## src/rtl/xif_bitops_coproc_pkg.sv

```systemverilog
// Shared definitions for the bit-manipulation coprocessor: opcode, funct3
// encodings, operation enum, engine state enum and the queue entry layout.
package custom_instr_pkg;

  localparam logic [6:0] OPCODE_BITOPS = 7'b0001011;

  localparam logic [2:0] FUNCT3_CNTB   = 3'b000;
  localparam logic [2:0] FUNCT3_CNTZ   = 3'b001;
  localparam logic [2:0] FUNCT3_FFS    = 3'b010;
  localparam logic [2:0] FUNCT3_PARITY = 3'b011;

  typedef enum logic [1:0] {
    OP_CNTB   = 2'd0,
    OP_CNTZ   = 2'd1,
    OP_FFS    = 2'd2,
    OP_PARITY = 2'd3
  } bitop_e;

  typedef enum logic [1:0] {
    ST_IDLE   = 2'd0,
    ST_RUN    = 2'd1,
    ST_RESULT = 2'd2
  } eng_state_e;

  // Width-independent part of a queue entry; id and operands are kept in
  // parallel arrays in the top so the widths can follow its parameters.
  typedef struct packed {
    bitop_e     op;
    logic [4:0] rd;
    logic       committed;
    logic       killed;
  } bitop_entry_t;

endpackage

```

## src/rtl/xif_bitops_coproc_if.sv

```systemverilog
// Flattened X-IF issue/commit/result signals between core and coprocessor.
interface xif_bitops_coproc_if #(
  parameter int XLEN     = 32,
  parameter int ID_WIDTH = 4
);
  logic                issue_valid_i;
  logic                issue_ready_o;
  logic [31:0]         issue_instr_i;
  logic [ID_WIDTH-1:0] issue_id_i;
  logic [XLEN-1:0]     issue_rs0_i;
  logic [XLEN-1:0]     issue_rs1_i;
  logic                issue_accept_o;
  logic                issue_writeback_o;
  logic                commit_valid_i;
  logic [ID_WIDTH-1:0] commit_id_i;
  logic                commit_kill_i;
  logic                result_valid_o;
  logic                result_ready_i;
  logic [ID_WIDTH-1:0] result_id_o;
  logic [XLEN-1:0]     result_data_o;
  logic [4:0]          result_rd_o;
  logic                result_we_o;
  logic                busy_o;

  modport slave (
    input  issue_valid_i, issue_instr_i, issue_id_i, issue_rs0_i, issue_rs1_i,
    input  commit_valid_i, commit_id_i, commit_kill_i, result_ready_i,
    output issue_ready_o, issue_accept_o, issue_writeback_o,
    output result_valid_o, result_id_o, result_data_o, result_rd_o, result_we_o,
    output busy_o
  );

  modport master (
    output issue_valid_i, issue_instr_i, issue_id_i, issue_rs0_i, issue_rs1_i,
    output commit_valid_i, commit_id_i, commit_kill_i, result_ready_i,
    input  issue_ready_o, issue_accept_o, issue_writeback_o,
    input  result_valid_o, result_id_o, result_data_o, result_rd_o, result_we_o,
    input  busy_o
  );
endinterface

```

## src/rtl/xif_bitops_coproc_engine.sv

```systemverilog
// Serial bit engine: consumes BITS_PER_CYCLE operand bits per cycle from the
// LSB. o_done is high in the last busy cycle, with o_result already final.
module bitop_engine
  import custom_instr_pkg::*;
#(
  parameter int XLEN           = 32,
  parameter int BITS_PER_CYCLE = 8
) (
  input  logic            clk_i,
  input  logic            rst_i,
  input  logic            i_start,
  input  bitop_e          i_op,
  input  logic [XLEN-1:0] i_rs0,
  input  logic [XLEN-1:0] i_rs1,
  output logic            o_done,
  output logic [XLEN-1:0] o_result
);
  localparam int N     = XLEN / BITS_PER_CYCLE;
  localparam int IDX_W = (N > 1) ? $clog2(N) : 1;

  logic [XLEN-1:0]           r_a, r_b, r_acc;
  logic [IDX_W-1:0]          r_idx;
  logic                      r_busy, r_found;
  bitop_e                    r_op;
  logic [BITS_PER_CYCLE-1:0] w_and, w_andn;
  logic [XLEN-1:0]           w_pc_and, w_pc_andn, w_low, w_acc_nxt;
  logic                      w_hit, w_found_nxt;

  // Per-chunk popcounts, lowest-set-bit search and next accumulator value.
  always_comb begin
    w_and     = r_a[BITS_PER_CYCLE-1:0] & r_b[BITS_PER_CYCLE-1:0];
    w_andn    = ~r_a[BITS_PER_CYCLE-1:0] & r_b[BITS_PER_CYCLE-1:0];
    w_pc_and  = '0;
    w_pc_andn = '0;
    w_low     = '0;
    w_hit     = 1'b0;
    for (int j = 0; j < BITS_PER_CYCLE; j++) begin
      w_pc_and  = w_pc_and + XLEN'(w_and[j]);
      w_pc_andn = w_pc_andn + XLEN'(w_andn[j]);
    end
    for (int j = BITS_PER_CYCLE - 1; j >= 0; j--) begin
      if (r_a[j]) begin
        w_hit = 1'b1;
        w_low = XLEN'(j);
      end else begin
        w_hit = w_hit;
      end
    end
    w_acc_nxt   = r_acc;
    w_found_nxt = r_found;
    case (r_op)
      OP_CNTB:   w_acc_nxt = r_acc + w_pc_and;
      OP_CNTZ:   w_acc_nxt = r_acc + w_pc_andn;
      OP_PARITY: w_acc_nxt = {r_acc[XLEN-1:1], r_acc[0] ^ (^w_and)};
      OP_FFS: begin
        if (!r_found && w_hit) begin
          w_acc_nxt   = XLEN'(r_idx) * XLEN'(BITS_PER_CYCLE) + w_low;
          w_found_nxt = 1'b1;
        end else begin
          w_acc_nxt   = r_acc;
        end
      end
      default:   w_acc_nxt = r_acc;
    endcase
  end

  assign o_done   = r_busy && (r_idx == IDX_W'(N - 1));
  assign o_result = w_acc_nxt;

  // Operand load on start, then one chunk per cycle until the last one.
  always_ff @(posedge clk_i or posedge rst_i) begin
    if (rst_i) begin
      r_a     <= '0;
      r_b     <= '0;
      r_acc   <= '0;
      r_idx   <= '0;
      r_busy  <= 1'b0;
      r_found <= 1'b0;
      r_op    <= OP_CNTB;
    end else if (i_start) begin
      r_a     <= i_rs0;
      r_b     <= i_rs1;
      // FFS starts at XLEN so an all-zero operand needs no special case.
      r_acc   <= (i_op == OP_FFS) ? XLEN'(XLEN) : '0;
      r_idx   <= '0;
      r_busy  <= 1'b1;
      r_found <= 1'b0;
      r_op    <= i_op;
    end else if (r_busy) begin
      r_a     <= r_a >> BITS_PER_CYCLE;
      r_b     <= r_b >> BITS_PER_CYCLE;
      r_acc   <= w_acc_nxt;
      r_found <= w_found_nxt;
      r_idx   <= r_idx + IDX_W'(1);
      r_busy  <= !o_done;
    end
  end
endmodule

```

## src/rtl/xif_bitops_coproc.sv

```systemverilog
// Bit-manipulation coprocessor on CV-X-IF: decodes and queues offloaded
// instructions, applies commit/kill, executes in order on bitop_engine.
module xif_bitops_coproc
  import custom_instr_pkg::*;
#(
  parameter int XLEN           = 32,
  parameter int ID_WIDTH       = 4,
  parameter int QUEUE_DEPTH    = 4,
  parameter int BITS_PER_CYCLE = 8
) (
  input  logic                clk_i,
  input  logic                rst_i,
  xif_bitops_coproc_if.slave  xif
);
  localparam int PTR_W = $clog2(QUEUE_DEPTH);
  localparam int CNT_W = PTR_W + 1;

  bitop_entry_t          r_q   [QUEUE_DEPTH];
  logic [ID_WIDTH-1:0]   r_id  [QUEUE_DEPTH];
  logic [XLEN-1:0]       r_rs0 [QUEUE_DEPTH];
  logic [XLEN-1:0]       r_rs1 [QUEUE_DEPTH];
  logic [QUEUE_DEPTH-1:0] r_valid;
  logic [PTR_W-1:0]      r_head, r_tail;
  logic [CNT_W-1:0]      r_count;
  eng_state_e            r_state;
  logic                  r_res_valid, r_res_we;
  logic [ID_WIDTH-1:0]   r_res_id;
  logic [XLEN-1:0]       r_res_data;
  logic [4:0]            r_res_rd;

  logic                  w_ready, w_known, w_accept, w_enq, w_pop, w_start;
  logic                  w_head_valid, w_head_commit, w_head_kill, w_eng_done;
  bitop_e                w_op;
  logic [QUEUE_DEPTH-1:0] w_match;
  logic [XLEN-1:0]       w_eng_result;
  logic                  w_unused;

  assign w_unused = ^xif.issue_instr_i[31:15];
  assign w_ready  = (r_count < CNT_W'(QUEUE_DEPTH));

  // Instruction decode: opcode check and funct3 to operation mapping.
  always_comb begin
    w_known = 1'b1;
    w_op    = OP_CNTB;
    case (xif.issue_instr_i[14:12])
      FUNCT3_CNTB:   w_op = OP_CNTB;
      FUNCT3_CNTZ:   w_op = OP_CNTZ;
      FUNCT3_FFS:    w_op = OP_FFS;
      FUNCT3_PARITY: w_op = OP_PARITY;
      default:       w_known = 1'b0;
    endcase
    w_accept = w_known && (xif.issue_instr_i[6:0] == OPCODE_BITOPS);
  end

  assign xif.issue_ready_o     = w_ready;
  assign xif.issue_accept_o    = xif.issue_valid_i && w_ready && w_accept;
  assign xif.issue_writeback_o = xif.issue_accept_o && (xif.issue_instr_i[11:7] != 5'd0);
  assign w_enq = xif.issue_accept_o;

  // Commit matching, with a same-cycle bypass onto the head so a commit
  // starts the engine without waiting for the flag to be stored.
  always_comb begin
    for (int i = 0; i < QUEUE_DEPTH; i++) begin
      w_match[i] = xif.commit_valid_i && r_valid[i] && !r_q[i].committed &&
                   !r_q[i].killed && (r_id[i] == xif.commit_id_i);
    end
    w_head_valid  = r_valid[r_head];
    w_head_kill   = w_head_valid &&
                    (r_q[r_head].killed || (w_match[r_head] && xif.commit_kill_i));
    w_head_commit = w_head_valid && !w_head_kill &&
                    (r_q[r_head].committed || (w_match[r_head] && !xif.commit_kill_i));
    w_start = (r_state == ST_IDLE) && w_head_commit;
    w_pop   = ((r_state == ST_IDLE) && w_head_kill) ||
              ((r_state == ST_RESULT) && xif.result_ready_i);
  end

  // Queue storage: commit/kill marking, head pop and tail enqueue.
  always_ff @(posedge clk_i or posedge rst_i) begin
    if (rst_i) begin
      r_valid <= '0;
      r_head  <= '0;
      r_tail  <= '0;
      r_count <= '0;
      for (int i = 0; i < QUEUE_DEPTH; i++) begin
        r_q[i]   <= '0;
        r_id[i]  <= '0;
        r_rs0[i] <= '0;
        r_rs1[i] <= '0;
      end
    end else begin
      for (int i = 0; i < QUEUE_DEPTH; i++) begin
        if (w_match[i]) begin
          if (xif.commit_kill_i) r_q[i].killed <= 1'b1;
          else                   r_q[i].committed <= 1'b1;
        end
      end
      if (w_pop) begin
        r_valid[r_head] <= 1'b0;
        r_head          <= r_head + PTR_W'(1);
      end
      if (w_enq) begin
        r_valid[r_tail] <= 1'b1;
        r_q[r_tail]     <= '{op: w_op, rd: xif.issue_instr_i[11:7],
                             committed: 1'b0, killed: 1'b0};
        r_id[r_tail]    <= xif.issue_id_i;
        r_rs0[r_tail]   <= xif.issue_rs0_i;
        r_rs1[r_tail]   <= xif.issue_rs1_i;
        r_tail          <= r_tail + PTR_W'(1);
      end
      case ({w_enq, w_pop})
        2'b10:   r_count <= r_count + CNT_W'(1);
        2'b01:   r_count <= r_count - CNT_W'(1);
        default: r_count <= r_count;
      endcase
    end
  end

  bitop_engine #(
    .XLEN           (XLEN),
    .BITS_PER_CYCLE (BITS_PER_CYCLE)
  ) u_engine (
    .clk_i    (clk_i),
    .rst_i    (rst_i),
    .i_start  (w_start),
    .i_op     (r_q[r_head].op),
    .i_rs0    (r_rs0[r_head]),
    .i_rs1    (r_rs1[r_head]),
    .o_done   (w_eng_done),
    .o_result (w_eng_result)
  );

  // Execution FSM with registered result outputs held until the handshake.
  always_ff @(posedge clk_i or posedge rst_i) begin
    if (rst_i) begin
      r_state     <= ST_IDLE;
      r_res_valid <= 1'b0;
      r_res_we    <= 1'b0;
      r_res_id    <= '0;
      r_res_data  <= '0;
      r_res_rd    <= 5'd0;
    end else begin
      case (r_state)
        ST_IDLE: begin
          if (w_start) r_state <= ST_RUN;
        end
        ST_RUN: begin
          if (w_eng_done) begin
            r_state     <= ST_RESULT;
            r_res_valid <= 1'b1;
            r_res_data  <= w_eng_result;
            r_res_id    <= r_id[r_head];
            r_res_rd    <= r_q[r_head].rd;
            r_res_we    <= (r_q[r_head].rd != 5'd0);
          end
        end
        ST_RESULT: begin
          if (xif.result_ready_i) begin
            r_state     <= ST_IDLE;
            r_res_valid <= 1'b0;
          end
        end
        default: begin
          r_state     <= ST_IDLE;
          r_res_valid <= 1'b0;
        end
      endcase
    end
  end

  assign xif.result_valid_o = r_res_valid;
  assign xif.result_data_o  = r_res_data;
  assign xif.result_id_o    = r_res_id;
  assign xif.result_rd_o    = r_res_rd;
  assign xif.result_we_o    = r_res_we;
  assign xif.busy_o         = (r_count != CNT_W'(0)) || (r_state != ST_IDLE);
endmodule

```

## src/flat_wrapper.sv

```systemverilog
// flat-port wrapper written by rule: the top's interface ports become plain ports
module xif_bitops_coproc_flat import custom_instr_pkg::*;
#(
  parameter int XLEN           = 32,
  parameter int ID_WIDTH       = 4,
  parameter int QUEUE_DEPTH    = 4,
  parameter int BITS_PER_CYCLE = 8
)
  (clk_i, rst_i, xif_issue_valid_i, xif_issue_instr_i, xif_issue_id_i, xif_issue_rs0_i, xif_issue_rs1_i, xif_commit_valid_i, xif_commit_id_i, xif_commit_kill_i, xif_result_ready_i, xif_issue_ready_o, xif_issue_accept_o, xif_issue_writeback_o, xif_result_valid_o, xif_result_id_o, xif_result_data_o, xif_result_rd_o, xif_result_we_o, xif_busy_o);
  xif_bitops_coproc_if #(.XLEN(XLEN), .ID_WIDTH(ID_WIDTH)) xif_i ();
  input  logic clk_i;
  input  logic rst_i;
  input wire logic [$bits(xif_i.issue_valid_i)-1:0] xif_issue_valid_i;
  input wire logic [$bits(xif_i.issue_instr_i)-1:0] xif_issue_instr_i;
  input wire logic [$bits(xif_i.issue_id_i)-1:0] xif_issue_id_i;
  input wire logic [$bits(xif_i.issue_rs0_i)-1:0] xif_issue_rs0_i;
  input wire logic [$bits(xif_i.issue_rs1_i)-1:0] xif_issue_rs1_i;
  input wire logic [$bits(xif_i.commit_valid_i)-1:0] xif_commit_valid_i;
  input wire logic [$bits(xif_i.commit_id_i)-1:0] xif_commit_id_i;
  input wire logic [$bits(xif_i.commit_kill_i)-1:0] xif_commit_kill_i;
  input wire logic [$bits(xif_i.result_ready_i)-1:0] xif_result_ready_i;
  output wire logic [$bits(xif_i.issue_ready_o)-1:0] xif_issue_ready_o;
  output wire logic [$bits(xif_i.issue_accept_o)-1:0] xif_issue_accept_o;
  output wire logic [$bits(xif_i.issue_writeback_o)-1:0] xif_issue_writeback_o;
  output wire logic [$bits(xif_i.result_valid_o)-1:0] xif_result_valid_o;
  output wire logic [$bits(xif_i.result_id_o)-1:0] xif_result_id_o;
  output wire logic [$bits(xif_i.result_data_o)-1:0] xif_result_data_o;
  output wire logic [$bits(xif_i.result_rd_o)-1:0] xif_result_rd_o;
  output wire logic [$bits(xif_i.result_we_o)-1:0] xif_result_we_o;
  output wire logic [$bits(xif_i.busy_o)-1:0] xif_busy_o;
  assign xif_i.issue_valid_i = xif_issue_valid_i;
  assign xif_i.issue_instr_i = xif_issue_instr_i;
  assign xif_i.issue_id_i = xif_issue_id_i;
  assign xif_i.issue_rs0_i = xif_issue_rs0_i;
  assign xif_i.issue_rs1_i = xif_issue_rs1_i;
  assign xif_i.commit_valid_i = xif_commit_valid_i;
  assign xif_i.commit_id_i = xif_commit_id_i;
  assign xif_i.commit_kill_i = xif_commit_kill_i;
  assign xif_i.result_ready_i = xif_result_ready_i;
  assign xif_issue_ready_o = xif_i.issue_ready_o;
  assign xif_issue_accept_o = xif_i.issue_accept_o;
  assign xif_issue_writeback_o = xif_i.issue_writeback_o;
  assign xif_result_valid_o = xif_i.result_valid_o;
  assign xif_result_id_o = xif_i.result_id_o;
  assign xif_result_data_o = xif_i.result_data_o;
  assign xif_result_rd_o = xif_i.result_rd_o;
  assign xif_result_we_o = xif_i.result_we_o;
  assign xif_busy_o = xif_i.busy_o;
  xif_bitops_coproc #(.XLEN(XLEN), .ID_WIDTH(ID_WIDTH), .QUEUE_DEPTH(QUEUE_DEPTH), .BITS_PER_CYCLE(BITS_PER_CYCLE)) u_core (.clk_i(clk_i), .rst_i(rst_i), .xif(xif_i));
endmodule
```

## config.mk

```make
export PLATFORM = sky130hd
export DESIGN_NAME = xif_bitops_coproc_flat
export DESIGN_NICKNAME = d
export VERILOG_FILES = /design/src/rtl/xif_bitops_coproc_pkg.sv /design/src/rtl/xif_bitops_coproc_if.sv /design/src/rtl/xif_bitops_coproc_engine.sv /design/src/rtl/xif_bitops_coproc.sv /design/src/flat_wrapper.sv
export SDC_FILE = /design/constraint.sdc
export NUM_CORES = 1
export LEC_CHECK = 0
export ABC_CLOCK_PERIOD_IN_PS = 11000
export BUFFER_PORTS_ARGS = -buffer_cell sky130_fd_sc_hd__buf_2
export CORE_MARGIN = 3
export CORE_UTILIZATION = 31
export DETAILED_ROUTE_END_ITERATION = 8
export HOLD_SLACK_MARGIN = 0.02
export MAX_ROUTING_LAYER = met4
export SETUP_SLACK_MARGIN = 0.4
export SYNTH_ARGS = -nofsm -noshare
export SYNTH_HDL_FRONTEND = slang
export SYNTH_HIERARCHICAL = 1
export SYNTH_SLANG_ARGS = --single-unit
```

## constraint.sdc

```tcl
create_clock -name clk_i -period 11 [get_ports clk_i]
set_input_delay 1.1 -clock clk_i [delete_from_list [all_inputs] [get_ports clk_i]]
set_output_delay 1.1 -clock clk_i [all_outputs]
set_load 0.05 [all_outputs]
```

==> metrics.md <==
| Metric | Value |
|---|---|
| Vias in the first global route | 16.86k |
| Leak Pwr | 0.01295 uW |
| Synthesis-to-finish area growth | 14.71% |
| Unrepaired setup endpoints after global routing | no |
| DR WL/cell | 20.24 um |
| VDD IR max | 0.1848 mV |
| Cell accounting for the most synthesized area | dfrtp_1 |
| DP HPWL | 40560 um |
| Slew @ Worst Pin | 1.117 ns |
| Reg2Reg Launch Point | u_core/u_engine/r_a[2] |
| Vias | 15.95k |
| Clk_skew | 0.06430 ns |
| Multi-input logic area | 11000 sq um |
| Max-cap viol count | 0 |
| Drt via density | 5.144 |
| H-tree levels | 2 |
| Nets@finish | 2232 |
| Outcome | finished, final reports clean |
| CP Launch Point | u_core/u_engine/r_a[2] |
| Post-synthesis sequential area ratio | 0.5002 |
| Hold Crit Class | reg2reg |
| Number of synthesized register bits | 466 |
| Worst EP arrival | 5.55 ns |
| Register area | 11670 sq um |
| Overall Global Routing Usage | 0.1656 |
| Cts repair resizes | 0 |
| Fmax | 0.1972 GHz |
| DR top layer | met4 |
| Hold buffers post-CTS | 0 |
| Post-layout util | 0.3628 |
| R2R Setup Slk | 5.93 ns |
| Synth top area cells | dfrtp_1 (50%), mux2_2 (12%), mux4_2 (7.5%) |
| Fin Setup TNS | 0 ns |
| Core area | 73700 sq um |
| Die height | 280.2 um |
| Design area | 26740 sq um |
| CTS sink cnt | 466 |
| Layout fillers | 7132 |
| Starting DRC count in detailed routing | 925 |
| Post-CTS Setup Inserts | 0 |
| Clock transition at path regs | 0.06 ns |
| CP required | 11.48 ns |
| Worst slew margin | 0.2553 |
| Smallest hold slack | 0.4711 ns |
| Share of cells above drive strength 1 | 0.2932 |
| PD cells | 171.0 nW/um^2 |
| Die area | 78520 sq um |
| Root Driver | clkbuf_16 |
| Initial core utilization | 0.3163 |
| Final setup viols | 0 |
| Port Buf Inserts | 139 |
| Final weighted congestion in routability-driven placement | 0.8490 |
| Min Tclk post-route | 5.072 ns |
| Final Max Slew Viols | 0 |
| Final worst-path cycle share | 0.4611 |
| # rows | 99 |
| CTS tree | built |
| First-pass GRT wire length | 99300 um |
| EDFF count, synth | 0 |
| Clk_lat worst skew | 0.63 ns |
| Mean Syn Cell Area | 11.68 sq um |
| Metal1 wirelength | 27120 um |
| Initial antenna violation count | 19 |
| Count of cell types in the netlist | 94 |
| Antenna viol nets, final | 0 |
| Worst Path Class, Setup | reg2reg |
| Mapped Nets | 2143 |
| Largest net degree at the start of global routing | 172 |
| Hold_sp | u_core/r_rs0[110] |
| Syn Inst Count | 1995 |
| Cts bufs inserted | 52 |
| Global route total overflow | 0 |
| Yosys warns | 6 |
| Io pins | 157 |
| Synth top area share | 0.5002 |
| Metal3 WL | 3472 um |
| Ys async rst share | 1.000 |
| First-pass DRT Iterations | 5 |
| Worst-path maximum fanout | 8 |
| Syn Std Cell Area | 23310 sq um |
| Max Buffers Root-to-Sink | 3 |
| Setup crit start kind | register |
| Routed WL | 62770 um |
| Worst Setup End Kind | register |
| Die width | 280.2 um |
| DRC viols | 0 |
| Area after DPL | 24940 sq um |
| Met2 wire len | 30640 um |
| Power, Total | 4571 uW |
| Synth Flop Type | dfrtp_1 |
| Hold Fails Final Rpt | 0 |
-- per-stage QoR --
| step | cells | worst slack, ns |
|---|---|---|
| 3_5_place_dp | 2989 | 5.955 |
| 6_report | 3101 | 5.928 |
| 4_1_cts | 3084 | 5.922 |
| 2_1_floorplan | 1995 | 5.018 |
| 3_3_place_gp | 2989 | 5.995 |
| 5_1_grt | 3100 | 5.603 |
-- cell type report --
class,count,area share
sequential,466,0.4365
multi-input combinational,1357,0.4114
clock buffer,78,0.05681
tap,959,0.04487
timing repair buffer,162,0.03341
clock inverter,17,0.008844
inverter,45,0.006551
antenna,17,0.001591
-- cell families after synthesis --
kind of cell	synth area share
muxes	0.2326
buffers and inverters	0.02957
and+or+nand+nor	0.1172
DFF	0.5002
adders and majority gates	0.02362
xor gates and xnor gates	0.01653
AOI/OAI and AO/OA	0.08024
-- where the power goes --
part	switching, uW	internal, uW	total (uW)
Clock	733	1030	1760
Combinational	564	345	908
Sequential	120	1780	1900
Total	1420	3160	4570
-- synthesized netlist by cell type, drive strengths merged, types with 3 or more instances --
| master | instances |
|---|---|
| xnor2 | 21 |
| nor2b | 15 |
| a21oi | 50 |
| a221oi | 5 |
| nor3 | 28 |
| a21o | 16 |
| buf | 60 |
| nand2b | 23 |
| nand3 | 9 |
| inv | 45 |
| a31oi | 14 |
| and3 | 4 |
| fa | 10 |
| nor4b | 3 |
| ha | 28 |
| o21a | 10 |
| nor2 | 70 |
| mux2 | 268 |
| a211oi | 8 |
| o211ai | 10 |
| or2 | 4 |
| dfrtp | 466 |
| mux4 | 80 |
| nand4 | 16 |
| mux2i | 59 |
| or3 | 5 |
| nand2 | 367 |
| o31ai | 10 |
| xor2 | 23 |
| o2bb2ai | 3 |
| or4 | 6 |
| o31a | 3 |
| a2bb2oi | 3 |
| a2111oi | 5 |
| o21ai | 112 |
| and2 | 8 |
| clkbuf | 67 |
| a22oi | 3 |
| nor4 | 12 |
| o2111ai | 4 |
| a21boi | 3 |
| nand3b | 8 |
-- worst paths after layout --
| path | to | depth (start not counted) |
|---|---|---|
| worst min register to register | u_core/r_rs0[110] | 2 |
| worst min-delay path | u_core/r_rs0[110] | 2 |
| worst max-delay path | u_core/xif.result_data_o[28] | 16 |
| worst max register to register | u_core/xif.result_data_o[28] | 16 |
| max in group asynchronous | u_core/r_rs0[121] | 4 |
| min in group asynchronous | u_core/xif.result_data_o[8] | 2 |
-- state kept, by name, summed over array words and instances (netlist names), 4 cells and up --
register and count:
u_core/r_valid 4, u_core/u_engine/r_b 32, u_core/r_rs0 128, u_core/xif.result_rd_o 5
u_core/r_id 16, u_core/r_rs1 128, u_core/xif.result_id_o 4, u_core/u_engine/r_a 32
u_core/xif.result_data_o 32, u_core/r_q 36, u_core/u_engine/r_acc 32
-- routing by layer --
layer	global-route usage	vias up
met2	0.2710	395
met3	0.03511	99
met5	-	-
li1	-	7293
met4	0.04984	0
met1	0.2067	8163
-- cells in the final DEF (no fill, tap or decap), types with 6 or more instances in the layout --
| cell type | count |
|---|---|
| o31ai_1 | 10 |
| buf_2 | 139 |
| mux4_2 | 78 |
| nand2_1 | 361 |
| nor2_1 | 69 |
| o211ai_1 | 9 |
| nor3_1 | 25 |
| dfrtp_1 | 463 |
| mux2i_1 | 59 |
| nand3_1 | 9 |
| xnor2_1 | 21 |
| clkbuf_16 | 52 |
| o21ai_0 | 98 |
| ha_1 | 28 |
| clkbuf_1 | 14 |
| nand3b_1 | 8 |
| clkinv_2 | 6 |
| a31oi_1 | 14 |
| mux2_2 | 249 |
| nand4_1 | 11 |
| nand2b_1 | 23 |
| and2_1 | 7 |
| clkbuf_8 | 12 |
| inv_1 | 42 |
| xor2_1 | 23 |
| mux2_1 | 18 |
| o21a_1 | 9 |
| diode_2 | 17 |
| nor4_1 | 6 |
| a21o_1 | 16 |
| fa_1 | 10 |
| a21oi_1 | 49 |
| nor2b_1 | 15 |
| o21ai_1 | 14 |
| buf_4 | 21 |
-- critical path: stages (launching register included) --
cell	delay, ns
dfrtp_1	0.57
nand2_1	0.17
fa_1	0.48
fa_1	0.54
inv_1	0.05
fa_1	0.56
fa_1	0.20
inv_1	0.06
fa_1	0.42
nor2b_1	0.16
o21a_2	0.20
nor2_1	0.08
or4b_4	0.58
a2111oi_4	0.41
nand2b_1	0.15
a21oi_1	0.06
mux2_2	0.26
Power figures use the tool's default switching activity.
